**src/rtl/fetch_queue_if.sv**
```systemverilog
// Fetch-stage bundle: instruction-memory request/response, branch redirect and decode handoff.
// master = fetch_queue side, slave = memory/datapath side.
interface fetch_queue_if;
  logic        imem_req;
  logic [31:0] imem_addr;
  logic        imem_ack;
  logic        imem_rvalid;
  logic [31:0] imem_rdata;
  logic        redirect_valid;
  logic [31:0] redirect_pc;
  logic        inst_valid;
  logic        inst_ready;
  logic [31:0] inst_data;
  logic [31:0] inst_pc;
  logic [31:0] inst_pc4;

  modport master (
    output imem_req, imem_addr, inst_valid, inst_data, inst_pc, inst_pc4,
    input  imem_ack, imem_rvalid, imem_rdata, redirect_valid, redirect_pc, inst_ready
  );

  modport slave (
    input  imem_req, imem_addr, inst_valid, inst_data, inst_pc, inst_pc4,
    output imem_ack, imem_rvalid, imem_rdata, redirect_valid, redirect_pc, inst_ready
  );
endinterface

```
**src/rtl/fetch_queue.sv**
```systemverilog
// Instruction fetch stage: owns the fetch PC, reads imem one word at a time, buffers words for decode.
// Optional FETCH_QUEUE_STATS_EN adds pop / flush / stall counters as extra output ports.
//
// state    | meaning
// ---------+------------------------------------------------------------
// IDLE     | no request outstanding; requests while the queue has room
// WAIT     | accepted request outstanding; its response will be queued
// DISCARD  | outstanding response belongs to a flushed path; drop it
module fetch_queue #(
  parameter int unsigned DEPTH    = 4,
  parameter logic [31:0] RESET_PC = 32'h0000_0000
) (
  input  logic          clk,
  input  logic          rst_n,
  fetch_queue_if.master bus
`ifdef FETCH_QUEUE_STATS_EN
  ,
  output logic [31:0]   stat_fetched,
  output logic [15:0]   stat_flushes,
  output logic [31:0]   stat_stall
`endif
);

  localparam int unsigned PW   = $clog2(DEPTH);
  localparam logic [PW:0] FULL = (PW+1)'(DEPTH);

  typedef enum logic [1:0] {S_IDLE, S_WAIT, S_DISCARD} state_t;

  state_t        state_q, state_d;
  logic [31:0]   fetch_pc_q, fetch_pc_d;
  logic [PW:0]   count_q, count_d;
  logic [PW-1:0] rd_ptr_q, rd_ptr_d;
  logic [PW-1:0] wr_ptr_q, wr_ptr_d;
  logic [31:0]   data_q [DEPTH];
  logic [31:0]   data_d [DEPTH];
  logic [31:0]   pc_q   [DEPTH];
  logic [31:0]   pc_d   [DEPTH];

  logic imem_req;
  logic inst_valid;
  logic ack_fire;
  logic push;
  logic pop;

  // Gated by rst_n so nothing is offered while reset is held.
  assign imem_req   = rst_n && (state_q == S_IDLE) && (count_q < FULL);
  assign inst_valid = rst_n && (count_q != '0);
  assign ack_fire   = imem_req && bus.imem_ack;
  assign push       = (state_q == S_WAIT) && bus.imem_rvalid && !bus.redirect_valid;
  assign pop        = inst_valid && bus.inst_ready && !bus.redirect_valid;

  always_comb begin
    state_d    = state_q;
    fetch_pc_d = fetch_pc_q;
    count_d    = count_q;
    rd_ptr_d   = rd_ptr_q;
    wr_ptr_d   = wr_ptr_q;
    data_d     = data_q;
    pc_d       = pc_q;

    if (bus.redirect_valid) begin
      fetch_pc_d = bus.redirect_pc & ~32'h3;
      count_d    = '0;
      rd_ptr_d   = '0;
      wr_ptr_d   = '0;
      // A request still in flight after this cycle must have its response dropped.
      if ((state_q == S_IDLE && ack_fire) || (state_q != S_IDLE && !bus.imem_rvalid))
        state_d = S_DISCARD;
      else
        state_d = S_IDLE;
    end else begin
      unique case (state_q)
        S_IDLE: begin
          if (ack_fire) begin
            state_d    = S_WAIT;
            fetch_pc_d = fetch_pc_q + 32'd4;
          end
        end
        S_WAIT: begin
          if (bus.imem_rvalid) state_d = S_IDLE;
        end
        S_DISCARD: begin
          if (bus.imem_rvalid) state_d = S_IDLE;
        end
        default: state_d = S_IDLE;
      endcase

      // fetch_pc has not moved since the ack, so the word's address is fetch_pc - 4.
      if (push) begin
        data_d[wr_ptr_q] = bus.imem_rdata;
        pc_d[wr_ptr_q]   = fetch_pc_q - 32'd4;
        wr_ptr_d         = wr_ptr_q + 1'b1;
      end
      if (pop) rd_ptr_d = rd_ptr_q + 1'b1;

      if (push && !pop)
        count_d = count_q + 1'b1;
      else if (pop && !push)
        count_d = count_q - 1'b1;
    end
  end

  always_ff @(posedge clk) begin
    if (!rst_n) begin
      state_q    <= S_IDLE;
      fetch_pc_q <= RESET_PC;
      count_q    <= '0;
      rd_ptr_q   <= '0;
      wr_ptr_q   <= '0;
    end else begin
      state_q    <= state_d;
      fetch_pc_q <= fetch_pc_d;
      count_q    <= count_d;
      rd_ptr_q   <= rd_ptr_d;
      wr_ptr_q   <= wr_ptr_d;
    end
  end

  // Storage needs no reset: its contents are only visible behind inst_valid.
  always_ff @(posedge clk) begin
    data_q <= data_d;
    pc_q   <= pc_d;
  end

  assign bus.imem_req   = imem_req;
  assign bus.imem_addr  = fetch_pc_q;
  assign bus.inst_valid = inst_valid;
  assign bus.inst_data  = inst_valid ? data_q[rd_ptr_q] : '0;
  assign bus.inst_pc    = inst_valid ? pc_q[rd_ptr_q] : '0;
  assign bus.inst_pc4   = inst_valid ? (pc_q[rd_ptr_q] + 32'd4) : '0;

`ifdef FETCH_QUEUE_STATS_EN
  logic [31:0] fetched_q, fetched_d;
  logic [15:0] flushes_q, flushes_d;
  logic [31:0] stall_q, stall_d;

  always_comb begin
    fetched_d = fetched_q + {31'd0, pop};
    flushes_d = flushes_q + {15'd0, bus.redirect_valid};
    stall_d   = stall_q + {31'd0, (bus.inst_ready && !inst_valid)};
  end

  always_ff @(posedge clk) begin
    if (!rst_n) begin
      fetched_q <= '0;
      flushes_q <= '0;
      stall_q   <= '0;
    end else begin
      fetched_q <= fetched_d;
      flushes_q <= flushes_d;
      stall_q   <= stall_d;
    end
  end

  assign stat_fetched = fetched_q;
  assign stat_flushes = flushes_q;
  assign stat_stall   = stall_q;
`endif

endmodule

```
**src/flat_wrapper.sv**
```systemverilog
// flat-port wrapper written by rule: the top's interface ports become plain ports
module fetch_queue_flat 
#(
  parameter int unsigned DEPTH    = 4,
  parameter logic [31:0] RESET_PC = 32'h0000_0000
)
  (clk, rst_n, bus_imem_req, bus_imem_addr, bus_inst_valid, bus_inst_data, bus_inst_pc, bus_inst_pc4, bus_imem_ack, bus_imem_rvalid, bus_imem_rdata, bus_redirect_valid, bus_redirect_pc, bus_inst_ready);
  fetch_queue_if bus_i ();
  input  logic clk;
  input  logic rst_n;
  output wire logic [$bits(bus_i.imem_req)-1:0] bus_imem_req;
  output wire logic [$bits(bus_i.imem_addr)-1:0] bus_imem_addr;
  output wire logic [$bits(bus_i.inst_valid)-1:0] bus_inst_valid;
  output wire logic [$bits(bus_i.inst_data)-1:0] bus_inst_data;
  output wire logic [$bits(bus_i.inst_pc)-1:0] bus_inst_pc;
  output wire logic [$bits(bus_i.inst_pc4)-1:0] bus_inst_pc4;
  input wire logic [$bits(bus_i.imem_ack)-1:0] bus_imem_ack;
  input wire logic [$bits(bus_i.imem_rvalid)-1:0] bus_imem_rvalid;
  input wire logic [$bits(bus_i.imem_rdata)-1:0] bus_imem_rdata;
  input wire logic [$bits(bus_i.redirect_valid)-1:0] bus_redirect_valid;
  input wire logic [$bits(bus_i.redirect_pc)-1:0] bus_redirect_pc;
  input wire logic [$bits(bus_i.inst_ready)-1:0] bus_inst_ready;
  assign bus_imem_req = bus_i.imem_req;
  assign bus_imem_addr = bus_i.imem_addr;
  assign bus_inst_valid = bus_i.inst_valid;
  assign bus_inst_data = bus_i.inst_data;
  assign bus_inst_pc = bus_i.inst_pc;
  assign bus_inst_pc4 = bus_i.inst_pc4;
  assign bus_i.imem_ack = bus_imem_ack;
  assign bus_i.imem_rvalid = bus_imem_rvalid;
  assign bus_i.imem_rdata = bus_imem_rdata;
  assign bus_i.redirect_valid = bus_redirect_valid;
  assign bus_i.redirect_pc = bus_redirect_pc;
  assign bus_i.inst_ready = bus_inst_ready;
  fetch_queue #(.DEPTH(DEPTH), .RESET_PC(RESET_PC)) u_core (.clk(clk), .rst_n(rst_n), .bus(bus_i));
endmodule
```
**config.mk**
```make
export PLATFORM = sky130hd
export DESIGN_NAME = fetch_queue_flat
export DESIGN_NICKNAME = d
export VERILOG_FILES = /design/src/rtl/fetch_queue_if.sv /design/src/rtl/fetch_queue.sv /design/src/flat_wrapper.sv
export SDC_FILE = /design/constraint.sdc
export NUM_CORES = 1
export LEC_CHECK = 0
export ABC_CLOCK_PERIOD_IN_PS = 7500
export CORE_ASPECT_RATIO = 0.8
export CORE_MARGIN = 2
export CORE_UTILIZATION = 55
export CTS_CLUSTER_SIZE = 28
export DETAILED_ROUTE_END_ITERATION = 7
export PLACE_DENSITY = 0.81
export SLEW_MARGIN = 20
export SYNTH_ARGS = -nofsm -noshare
export SYNTH_HDL_FRONTEND = slang
export SYNTH_SLANG_ARGS = --single-unit
```
**constraint.sdc**
```tcl
create_clock -name clk -period 7.5 [get_ports clk]
set_clock_uncertainty 0.05 [all_clocks]
set_input_delay 0.75 -clock clk [delete_from_list [all_inputs] [get_ports clk]]
set_output_delay 0.75 -clock clk [all_outputs]
set_load 0.03 [all_outputs]
```
# Word level (Yosys, flattened, before mapping)
# Cells that the tools add are included.
# word_totals
ff_bits	297
elab_cells	86
# op_classes
n_addsub	7
n_lt_le_gt_ge	4
n_eq_ne	4
mux	23
n_bitwise	4
reduce_logical	30
# op_table
cell	n
32-bit two-way mux	11
128-bit bitwise mux	2
32-bit binary-select mux with 2-bit select	2
32-bit by 3-bit adder with 32-bit output, second input constant	2
32-bit demux with 2-bit select	1
32-bit by 3-bit subtractor with 32-bit output, second input constant	1
1-bit logical AND	13
2-bit two-way mux	4
2-bit AND reduction	4
2-bit nonzero test	4
3-bit >= comparator, second input constant	2
3-bit two-way mux	2
2-bit NOT with 3-bit output	2
2-bit by 1-bit adder with 2-bit output, second input constant	2
1-bit zero test	4
2-bit case mux with 2 select lines	1
2-bit OR reduction	2
3-bit by 1-bit adder with 3-bit output, second input constant	1
3-bit by 1-bit less-than comparator with 1-bit output, second input constant	1
3-bit less-than comparator, second input constant	1
3-bit by 1-bit inequality test with 1-bit output, second input constant	1
3-bit by 2-bit inequality test with 1-bit output, second input constant	1
3-bit nonzero test	1
3-bit by 1-bit subtractor with 3-bit output, second input constant	1
other kinds (5)	6

# Depth between registers and ports, before layout
# Gate-level depths: netlist of the first run.
# depth
ltp_word	8
ltp_mapped	10

# Worst setup path after synthesis of the first run
# Ideal clock, no wire load.
# synth_timing
path_kind	input-to-reg
startpoint	input bus_redirect_valid
endpoint	register u_core.data_q[0] in the netlist's numbering, enable pin
arrival_time_ns	2.842
t_required_ns	7.023
setup_slack_ns	4.181
cell_stages	4
path_buffers	2
path_cell_list	clkbuf_1 clkbuf_1 nor2_1 and2_1
# synth_via
elab_chain_cells	3
# synth_lines
element	line	text
from (decl)	flat_wrapper.sv:20	input wire logic [$bits(bus_i.redirect_valid)-1:0] bus_redirect_valid;
1-bit zero test	fetch_queue.sv:49	assign push = (state_q == S_WAIT) && bus.imem_rvalid && !bus.redirect_valid;
1-bit logical AND	fetch_queue.sv:49	
named net u_core.push	fetch_queue.sv:42	logic push;
2-bit AND reduction (no line)	--	
to (signal assigned)	fetch_queue.sv:121	data_q <= data_d;
to (decl)	fetch_queue.sv:34	logic [31:0] data_q [DEPTH];
# The timed path passes the listed nets, and every way through them passes these cells.
# A chain may end at the register's enable or synchronous reset.

# Final worst setup path of the first run
# layout_timing
startpoint	register u_core.rd_ptr_q[0]
endpoint	output bus_inst_pc4[26]
# layout_via
elab_chain_cells	6
# layout_lines
element	line	text
from (decl)	fetch_queue.sv:32	logic [PW-1:0] rd_ptr_q, rd_ptr_d;
from (signal assigned)	fetch_queue.sv:114	rd_ptr_q <= rd_ptr_d;
2-bit NOT with 3-bit output (not written as such)	fetch_queue.sv:130	assign bus.inst_pc4 = inst_valid ? (pc_q[rd_ptr_q] + 32'd4) : '0;
32-bit binary-select mux with 2-bit select	fetch_queue.sv:130	
32-bit two-way mux (not written as such) (2 in series)	fetch_queue.sv:130	
32-bit by 3-bit adder with 32-bit output	fetch_queue.sv:130	
32-bit two-way mux	fetch_queue.sv:130	
to (decl)	flat_wrapper.sv:16	output wire logic [$bits(bus_i.inst_pc4)-1:0] bus_inst_pc4;
# Every way passes these cells. The select of a mux whose other input is x is not followed.

==> results of run 1 <==
sequential cells by signal (all words and copies together), names as in the netlist:
| name | cells |
|---|---|
| u_core.wr_ptr_q | 2 |
| u_core.count_q | 3 |
| u_core.bus.imem_addr | 30 |
| u_core.data_q | 128 |
| u_core.state_q | 2 |
| u_core.rd_ptr_q | 2 |
| u_core.pc_q | 120 |
final timing paths:
check | slack, ns | from | to
max | 2.20 | u_core.rd_ptr_q[0]$_SDFFE_PP0P_ | bus_inst_pc4[26]
min | 0.46 | u_core.wr_ptr_q[1]$_SDFFE_PP0P_ | u_core.wr_ptr_q[1]$_SDFFE_PP0P_
max reg2reg | 4.45 | u_core.count_q[2]$_SDFFE_PP0P_ | u_core.count_q[2]$_SDFFE_PP0P_
min reg2reg | 0.46 | u_core.wr_ptr_q[1]$_SDFFE_PP0P_ | u_core.wr_ptr_q[1]$_SDFFE_PP0P_
power by group:
part / switching [mW] / internal [mW] / total (mW)
Clock: 0.574 / 0.874 / 1.45
Combinational: 0.123 / 0.0910 / 0.214
Sequential: 0.0288 / 1.76 / 1.79
Total: 0.726 / 2.72 / 3.45
synth_stat cells (all sizes together) (4+ instances only):
master | n | area, sq um
edfxtp | 248 | 7450
and3 | 68 | 425
mux4 | 62 | 1480
nor2 | 48 | 180
clkbuf | 44 | 165
nand2 | 42 | 158
dfxtp | 39 | 781
xnor2 | 37 | 324
xor2 | 31 | 272
nand3 | 26 | 130
buf | 25 | 215
o21ai | 25 | 125
a21oi | 20 | 100
nand4 | 17 | 128
nor3 | 17 | 90.1
inv | 16 | 60.1
nand2b | 15 | 93.8
nor4 | 15 | 100
and2 | 12 | 76.3
o211a | 12 | 120
or4 | 11 | 82.6
ha | 10 | 125
and4 | 9 | 85.1
mux2 | 8 | 90.1
or3 | 7 | 43.8
nor2b | 4 | 25.0
o31ai | 4 | 30.0
routing by layer:
metal	global-route usage [%]	part of all wire, %	up-vias	routed length, um
met5	0	0	-	0
met4	4.70	1.5	0	430
met3	4.27	7.6	35	2190
met2	36.5	47	333	13600
met1	33.7	44	4032	12700
li1	-	-	3765	-
final cells by class:
type                            count  share of cell area, %
Clock buffer                       30                   4.53
Sequential cell                   287                   51.1
Tap cell                          312                   2.42
Clock inverter                     22                   1.49
Multi-Input combinational cell    522                   27.8
Timing Repair Buffer              200                   12.3
Inverter                           17                  0.396
worst register-to-register path, delay by kind of cell (launching register included):
family | cells | cell delay (ns)
buffers and inverters | 3 | 0.50
flip-flops | 1 | 0.35
adder cells (fa/ha/maj) | 2 | 0.55
AND/OR/NAND/NOR | 3 | 1.21
XOR/XNOR | 1 | 0.17
AO/OA/AOI/OAI | 1 | 0.14
logic make-up after synthesis:
logic type      share of synthesized area, %
simple gates                            12.9
compound gates                          3.22
xor+xnor                                4.54
mux                                     12.1
flops                                   62.7
fa+ha+maj                               1.11
other cells                           0.0286
buf+inv                                 3.39
through the flow:
| step | hold WS, ns | cell area, sq um | cells | setup WS, ns |
|---|---|---|---|---|
| floorplan | 0.419 | 13100 | 895 | 4.18 |
| global placement | 0.439 | 15100 | 1338 | 2.72 |
| detailed placement | 0.450 | 15100 | 1338 | 2.70 |
| CTS | 0.459 | 16100 | 1390 | 2.15 |
| global route | 0.494 | 16100 | 1390 | 1.89 |
| finish | 0.462 | 16100 | 1390 | 2.20 |
==> results.cfg, run 1 <==
[cells_and_area]
area_delta_synth_final_pct = 22.8
layout-drive-gt1-share_pct = 10.5
nets = 1137
fillers = 1581
seq_area_sq_mm = 0.00823
insertedDiodeCount = 0
final_common_cell = edfxtp_1
post-route-util_pct = 68.8
layout.cells.most_common_list = edfxtp_1, clkdlybuf4s50_1, and3_1
multi_input_area_sq_mm = 0.00447

[setup_path]
ff2ff_path_depth = 10
cp_top_family = buffers and inverters
crit_buf_inv = 2
worstSetupStartpointType = flip-flop
max_stage_delay_ns = 0.72
cp-end-kind = output port
crit_required_ns = 6.70
critPathKind = flip-flop to output port
cp_max_fo = 35
path_depth = 7
crit_arrival_ns = 4.50
crit_chain = buf_4 > mux4_1 > and4_2 > nand4_2 > or4_1 > a21oi_1 > clkdlybuf4s50_1
critPathSlowestCell = dfxtp_4

[timing]
max_freq_mhz = 189
setup_viol = 0
rsz0062_at_grt = no
layout_min_cycle_time_ns = 5.30
slew_violations = 0
worstMarginPinSlew_ns = 0.982
fin_crit_sh_pct = 70.6
hold_violations = 0
slew_headroom_pct = 34.4
tns_ns = 0

[status]
status = completed

[job]
cap_violations = 0

[grt]
overflow = 0
grt_max_degree = 63
track_usage_pct = 23.0
antenna_found_initial = 0
grt_pass1_vias = 7982
grt_pass1_wl_um = 44700

[synthesis]
synth_edf_count = 248
async_flop_share_pct = 0
synth_ff_type = edfxtp_1
ys_ff_latch = 287
synth_cells = 890
yosysSeqAreaShare_pct = 62.7
syn_area_sq_mm = 0.0131
syn_area_per_cell_sq_um = 14.7
synth_warnings = 0
ys_types = 52

[routing]
vias = 8165
antenna_left = 0
vias_per_cell = 5.87
drt_iter0_drc = 607
drc_errors = 0
wl_per_cell_um = 20.7
routed_wirelength_um = 28800
drt_first_pass_iters = 5

[power_and_ir_drop]
total_power_mw = 3.45
p_per_area_mw_per_mm2 = 214
p_leak_nw = 5.58
ir_worst_vdd_uv = 231

[worst_hold_path]
hold_path_depth = 2
hp-class = flip-flop to flip-flop

[clocking]
htreeDepth = 1
root_buffer = clkbuf_16
clk_pin_slew_ns = 0.06
cts_setup_buffers = 0
cts_resized = 0
numCtsBuffers = 28
clock_path_buffers = 3
numClockSinks = 287
clock_latency_ns = 0.53
cts_tree = built
cts_hold_buffers = 0

[floorplanning]
start_util_pct = 56.1
ios = 200
die_area_sq_mm = 0.0251
die_y_um = 142
die_x_um = 177
coreArea_sq_mm = 0.0234
row_count = 50

[placed_design]
place.detailed.hpwl_um = 18400
portBuffers = 191
gp_congestion = 0.822
Power figures use the tool's default switching activity.
==> inputs of run 2 (changes only) <==
ABC_CLOCK_PERIOD_IN_PS = 4600   (was 7500)
CORE_UTILIZATION = 49   (was 55)
PLACE_DENSITY = 0.76   (was 0.81)
clock period = 4.6 ns   (was 7.5 ns; I/O delays follow)
==> results.cfg, run 2 (synthesized netlist as in run 1, its figures left out) <==
[setup_path]
worstSetupStartpointType = flip-flop
cp-end-kind = output port
cp_max_fo = 22
crit_required_ns = 4.09
crit_arrival_ns = 3.81
critPathKind = flip-flop to output port

[floorplanning]
die_x_um = 187
die_area_sq_mm = 0.0281
ios = 200
die_y_um = 150
row_count = 53
start_util_pct = 49.8
coreArea_sq_mm = 0.0263

[clocking]
clock_latency_ns = 0.55
numCtsBuffers = 29
root_buffer = clkbuf_16
htreeDepth = 1
cts_setup_buffers = 0
numClockSinks = 287
clk_pin_slew_ns = 0.06
clock_path_buffers = 3
cts_resized = 0
cts_tree = built
cts_hold_buffers = 0

[grt]
grt_pass1_wl_um = 45700
grt_pass1_vias = 7969
grt_max_degree = 66
overflow = 0
antenna_found_initial = 2
track_usage_pct = 21.1

[routing]
routed_wirelength_um = 30000
drt_iter0_drc = 550
drt_first_pass_iters = 5
vias = 8161
drc_errors = 0
antenna_left = 0
wl_per_cell_um = 20.7
vias_per_cell = 5.65

[cells_and_area]
nets = 1147
area_delta_synth_final_pct = 23.6
largest-register = u_core.data_q
largest_register_ffs = 128
fillers = 1976
layout.cells.most_common_list = edfxtp_1, clkdlybuf4s50_1, and3_1
design_area_sq_mm = 0.0162
layout-drive-gt1-share_pct = 10.7
post-route-util_pct = 61.6
final_common_cell = edfxtp_1
fin_cells = 1444

[job]
cap_violations = 0

[timing]
fin_crit_sh_pct = 93.9
tns_ns = 0
layout_min_cycle_time_ns = 4.32
finalWorstSetupSlack_ns = 0.281
whs_ns = 0.459
rsz0062_at_grt = no
slew_violations = 0
setup_viol = 0
worstMarginPinSlew_ns = 0.635
hold_violations = 0
max_freq_mhz = 232
slew_headroom_pct = 57.7

[placed_design]
portBuffers = 191
gp_congestion = 0.857
placed_cell_area_sq_mm = 0.0153
place_worst_setup_slack_ns = 0.787
dp.cells = 1392
place.detailed.hpwl_um = 19800

[power_and_ir_drop]
clkPwrFrac_pct = 40.9
swShare_pct = 21.5
p_int_mw = 4.34
total_power_mw = 5.53
p_leak_nw = 5.61
p_sw_mw = 1.19
ir_worst_vdd_uv = 311
seq_power_share_pct = 52.7
p_per_area_mw_per_mm2 = 341
comb_power_share_pct = 6.5

[status]
status = completed

[worst_hold_path]
hp-class = flip-flop to flip-flop
==> run 2: cell count changes in the layout (fill, tap and decap cells not counted), sizes merged <==
cell,change
buf,+9
clkbuf,+5
clkinv,-3
bufinv,-2
clkinvlp,-2
diode,+1
inv,+1
==> run 2: worst max-delay path, cell delays in order (launching register included) <==
cell and delay (ns):
dfxtp_4 0.62, mux4_1 0.42, ha_1 0.23, and3_1 0.23
nand4_2 0.29, or4_1 0.58, a21oi_1 0.17, clkdlybuf4s50_1 0.70
==> run 2: final cells by class <==
class	count	area [sq um]	share of cell area (%)
Clock buffer	35	748	4.62
Inverter	17	63.8	0.394
Tap cell	357	447	2.76
Antenna cell	1	2.50	0.0154
Sequential cell	287	8240	50.8
Clock inverter	16	166	1.03
Timing Repair Buffer	209	2080	12.8
Multi-Input combinational cell	522	4470	27.6
==> run 2: per-layer routing <==
metal / global-route usage [%] / routed length, um / up-vias
met5: 0 / 13 / -
met4: 5.63 / 662 / 2
met3: 3.92 / 2110 / 44
met2: 33.7 / 13700 / 295
met1: 30.2 / 13500 / 4031
li1: - / - / 3789
==> run 2: final timing paths <==
| path | start | cells past startpoint | end | slack [ns] |
|---|---|---|---|---|
| setup / recovery | u_core.rd_ptr_q[0]$_SDFFE_PP0P_ | 7 | bus_inst_pc4[24] | 0.28 |
| hold reg to reg | u_core.wr_ptr_q[1]$_SDFFE_PP0P_ | 2 | u_core.wr_ptr_q[1]$_SDFFE_PP0P_ | 0.46 |
| setup reg to reg | u_core.count_q[2]$_SDFFE_PP0P_ | 10 | u_core.count_q[2]$_SDFFE_PP0P_ | 1.60 |
| hold / removal | u_core.wr_ptr_q[1]$_SDFFE_PP0P_ | 2 | u_core.wr_ptr_q[1]$_SDFFE_PP0P_ | 0.46 |
==> run 2: power by group through the flow <==
| stage | sequential (mW) | clock (mW) | combinational, mW |
|---|---|---|---|
| 5_1_grt | 2.92 | 2.40 | 0.384 |
| 3_5_place_dp | 2.97 | 0 | 0.355 |
| 3_3_place_gp | 2.97 | 0 | 0.344 |
| 4_1_cts | 2.91 | 2.29 | 0.357 |
| 6_report | 2.91 | 2.26 | 0.357 |
| 2_1_floorplan | 2.98 | 0 | 0.175 |
==> inputs of run 3 (changes only) <==
CAP_MARGIN = 20   (was default)
CORE_ASPECT_RATIO = 1.25   (was 0.8)
MAX_ROUTING_LAYER = met4   (was default)
==> results.cfg, run 3 (synthesized netlist as in run 1, its figures left out) <==
[cells_and_area]
final_common_cell = edfxtp_1
layout-drive-gt1-share_pct = 11.0
layout.cells.most_common_list = edfxtp_1, clkdlybuf4s50_1, and3_1
largest-register = u_core.data_q
design_area_sq_mm = 0.0162
area_delta_synth_final_pct = 23.8
nets = 1143
fillers = 1905
insertedDiodeCount = 0
largest_register_ffs = 128
fin_cells = 1421

[timing]
fin_crit_sh_pct = 93.9
layout_min_cycle_time_ns = 4.32
hold_violations = 0
setup_viol = 0
tns_ns = 0
rsz0062_at_grt = no
worstMarginPinSlew_ns = 0.885
slew_violations = 0
max_freq_mhz = 232
slew_headroom_pct = 41.0

[setup_path]
crit_arrival_ns = 3.81
critPathKind = flip-flop to output port
rrSetupSlack_ns = 1.67
crit_buf_inv = 2
cp-end-kind = output port
max_stage_delay_ns = 0.60
path_common_cell = nand4_1
critPathSlowestCell = dfxtp_4
worstSetupStartpointType = flip-flop
cp_max_fo = 25
cp_top_family = buffers and inverters
crit_required_ns = 4.09
crit_chain = buf_4 > mux4_1 > nand4_1 > nor4_1 > nand4_1 > mux2_1 > clkdlybuf4s50_1

[routing]
antenna_left = 0
drt_iter0_drc = 609
drc_errors = 0
vias_per_cell = 5.72
drt_first_pass_iters = 4
routed_wirelength_um = 28700
wl_per_cell_um = 20.2
vias = 8127

[grt]
grt_pass1_vias = 7981
met2_usage_pct = 32.7
grt_max_degree = 99
track_usage_pct = 20.7
use_met3_pct = 2.20
top_usage_layer = met2
grt_pass1_wl_um = 44300
overflow = 0
globalRouteMet1Util_pct = 29.2
antenna_found_initial = 0

[clocking]
numCtsBuffers = 27
htreeDepth = 1
numClockSinks = 287
cts_hold_buffers = 0
root_buffer = clkbuf_16
cts_tree = built
clock_latency_ns = 0.53
clock_path_buffers = 3
clk_pin_slew_ns = 0.06

[power_and_ir_drop]
p_sw_mw = 1.16
p_int_mw = 4.43
clkPwrFrac_pct = 41.7
swShare_pct = 20.7
comb_power_share_pct = 6.2
seq_power_share_pct = 52.1
p_per_area_mw_per_mm2 = 344
ir_worst_vdd_uv = 282
p_leak_nw = 5.63

[placed_design]
dp.cells = 1372
place.detailed.hpwl_um = 18300
placed_cell_area_sq_mm = 0.0153
portBuffers = 191
gp_congestion = 0.830

[floorplanning]
die_y_um = 187
row_count = 66
die_x_um = 150
start_util_pct = 50.1
coreArea_sq_mm = 0.0262
ios = 200
die_area_sq_mm = 0.0281

[status]
status = completed

[worst_hold_path]
hp-class = flip-flop to flip-flop

[job]
cap_violations = 0
-- run 3: repair_timing --
action                     4_1_cts  5_1_grt
buffers inserted                 0        1
gates resized for setup          0        1
setup endpoints to repair        0        6
-- run 3: path summary, 6_finish.rpt --
check,cells after the start,startpoint,to
hold reg to reg,2,u_core.wr_ptr_q[1]$_SDFFE_PP0P_,u_core.wr_ptr_q[1]$_SDFFE_PP0P_
setup reg to reg,10,u_core.count_q[2]$_SDFFE_PP0P_,u_core.count_q[2]$_SDFFE_PP0P_
setup / recovery,7,u_core.rd_ptr_q[1]$_SDFFE_PP0P_,bus_inst_pc4[31]
hold / removal,2,u_core.wr_ptr_q[1]$_SDFFE_PP0P_,u_core.wr_ptr_q[1]$_SDFFE_PP0P_
-- run 3: power by group through the flow --
| stage | logic, mW | registers [mW] | clock network, mW |
|---|---|---|---|
| final | 0.345 | 2.91 | 2.33 |
| after global routing | 0.374 | 2.91 | 2.47 |
| after CTS | 0.347 | 2.91 | 2.36 |
| after detailed placement | 0.344 | 2.97 | 0 |
| after global placement | 0.336 | 2.97 | 0 |
| after floorplan | 0.175 | 2.98 | 0 |
-- run 3: area by class of cell --
cell class                 count  area, sq um  share of cell area [%]
sequential                   287         8240                    50.7
multi-input combinational    522         4470                    27.5
timing repair buffer         207         2110                    13.0
clock buffer                  29          683                    4.21
tap                          340          425                    2.62
clock inverter                19          253                    1.56
inverter                      17         63.8                   0.393
-- run 3: metrics by stage --
stage / total power [mW] / util (%) / worst slack [ns] / hold WS (ns)
floorplan: 3.15 / - / 1.57 / 0.419
global placement: 3.30 / 58.3 / 0.602 / 0.436
detailed placement: 3.31 / 58.3 / 0.592 / 0.446
CTS: 5.62 / 61.9 / 0.0609 / 0.454
global route: 5.76 / 62.0 / 0.0996 / 0.484
finish: 5.59 / 62.0 / 0.281 / 0.451
-- run 3: per-layer routing --
| metal | up-vias | routed length (um) |
|---|---|---|
| met5 | - | 0 |
| met4 | 0 | 474 |
| met3 | 37 | 1700 |
| met2 | 333 | 13900 |
| met1 | 3992 | 12600 |
| li1 | 3765 | - |
-- run 3: worst reg2reg max path, cell delays in order, from the launching register on --
cell	delay, ns
dfxtp_1	0.37
or3_2	0.52
buf_4	0.31
and3_1	0.30
inv_1	0.06
ha_1	0.18
inv_1	0.06
fa_1	0.37
xor2_1	0.18
or3_1	0.31
a21oi_1	0.15
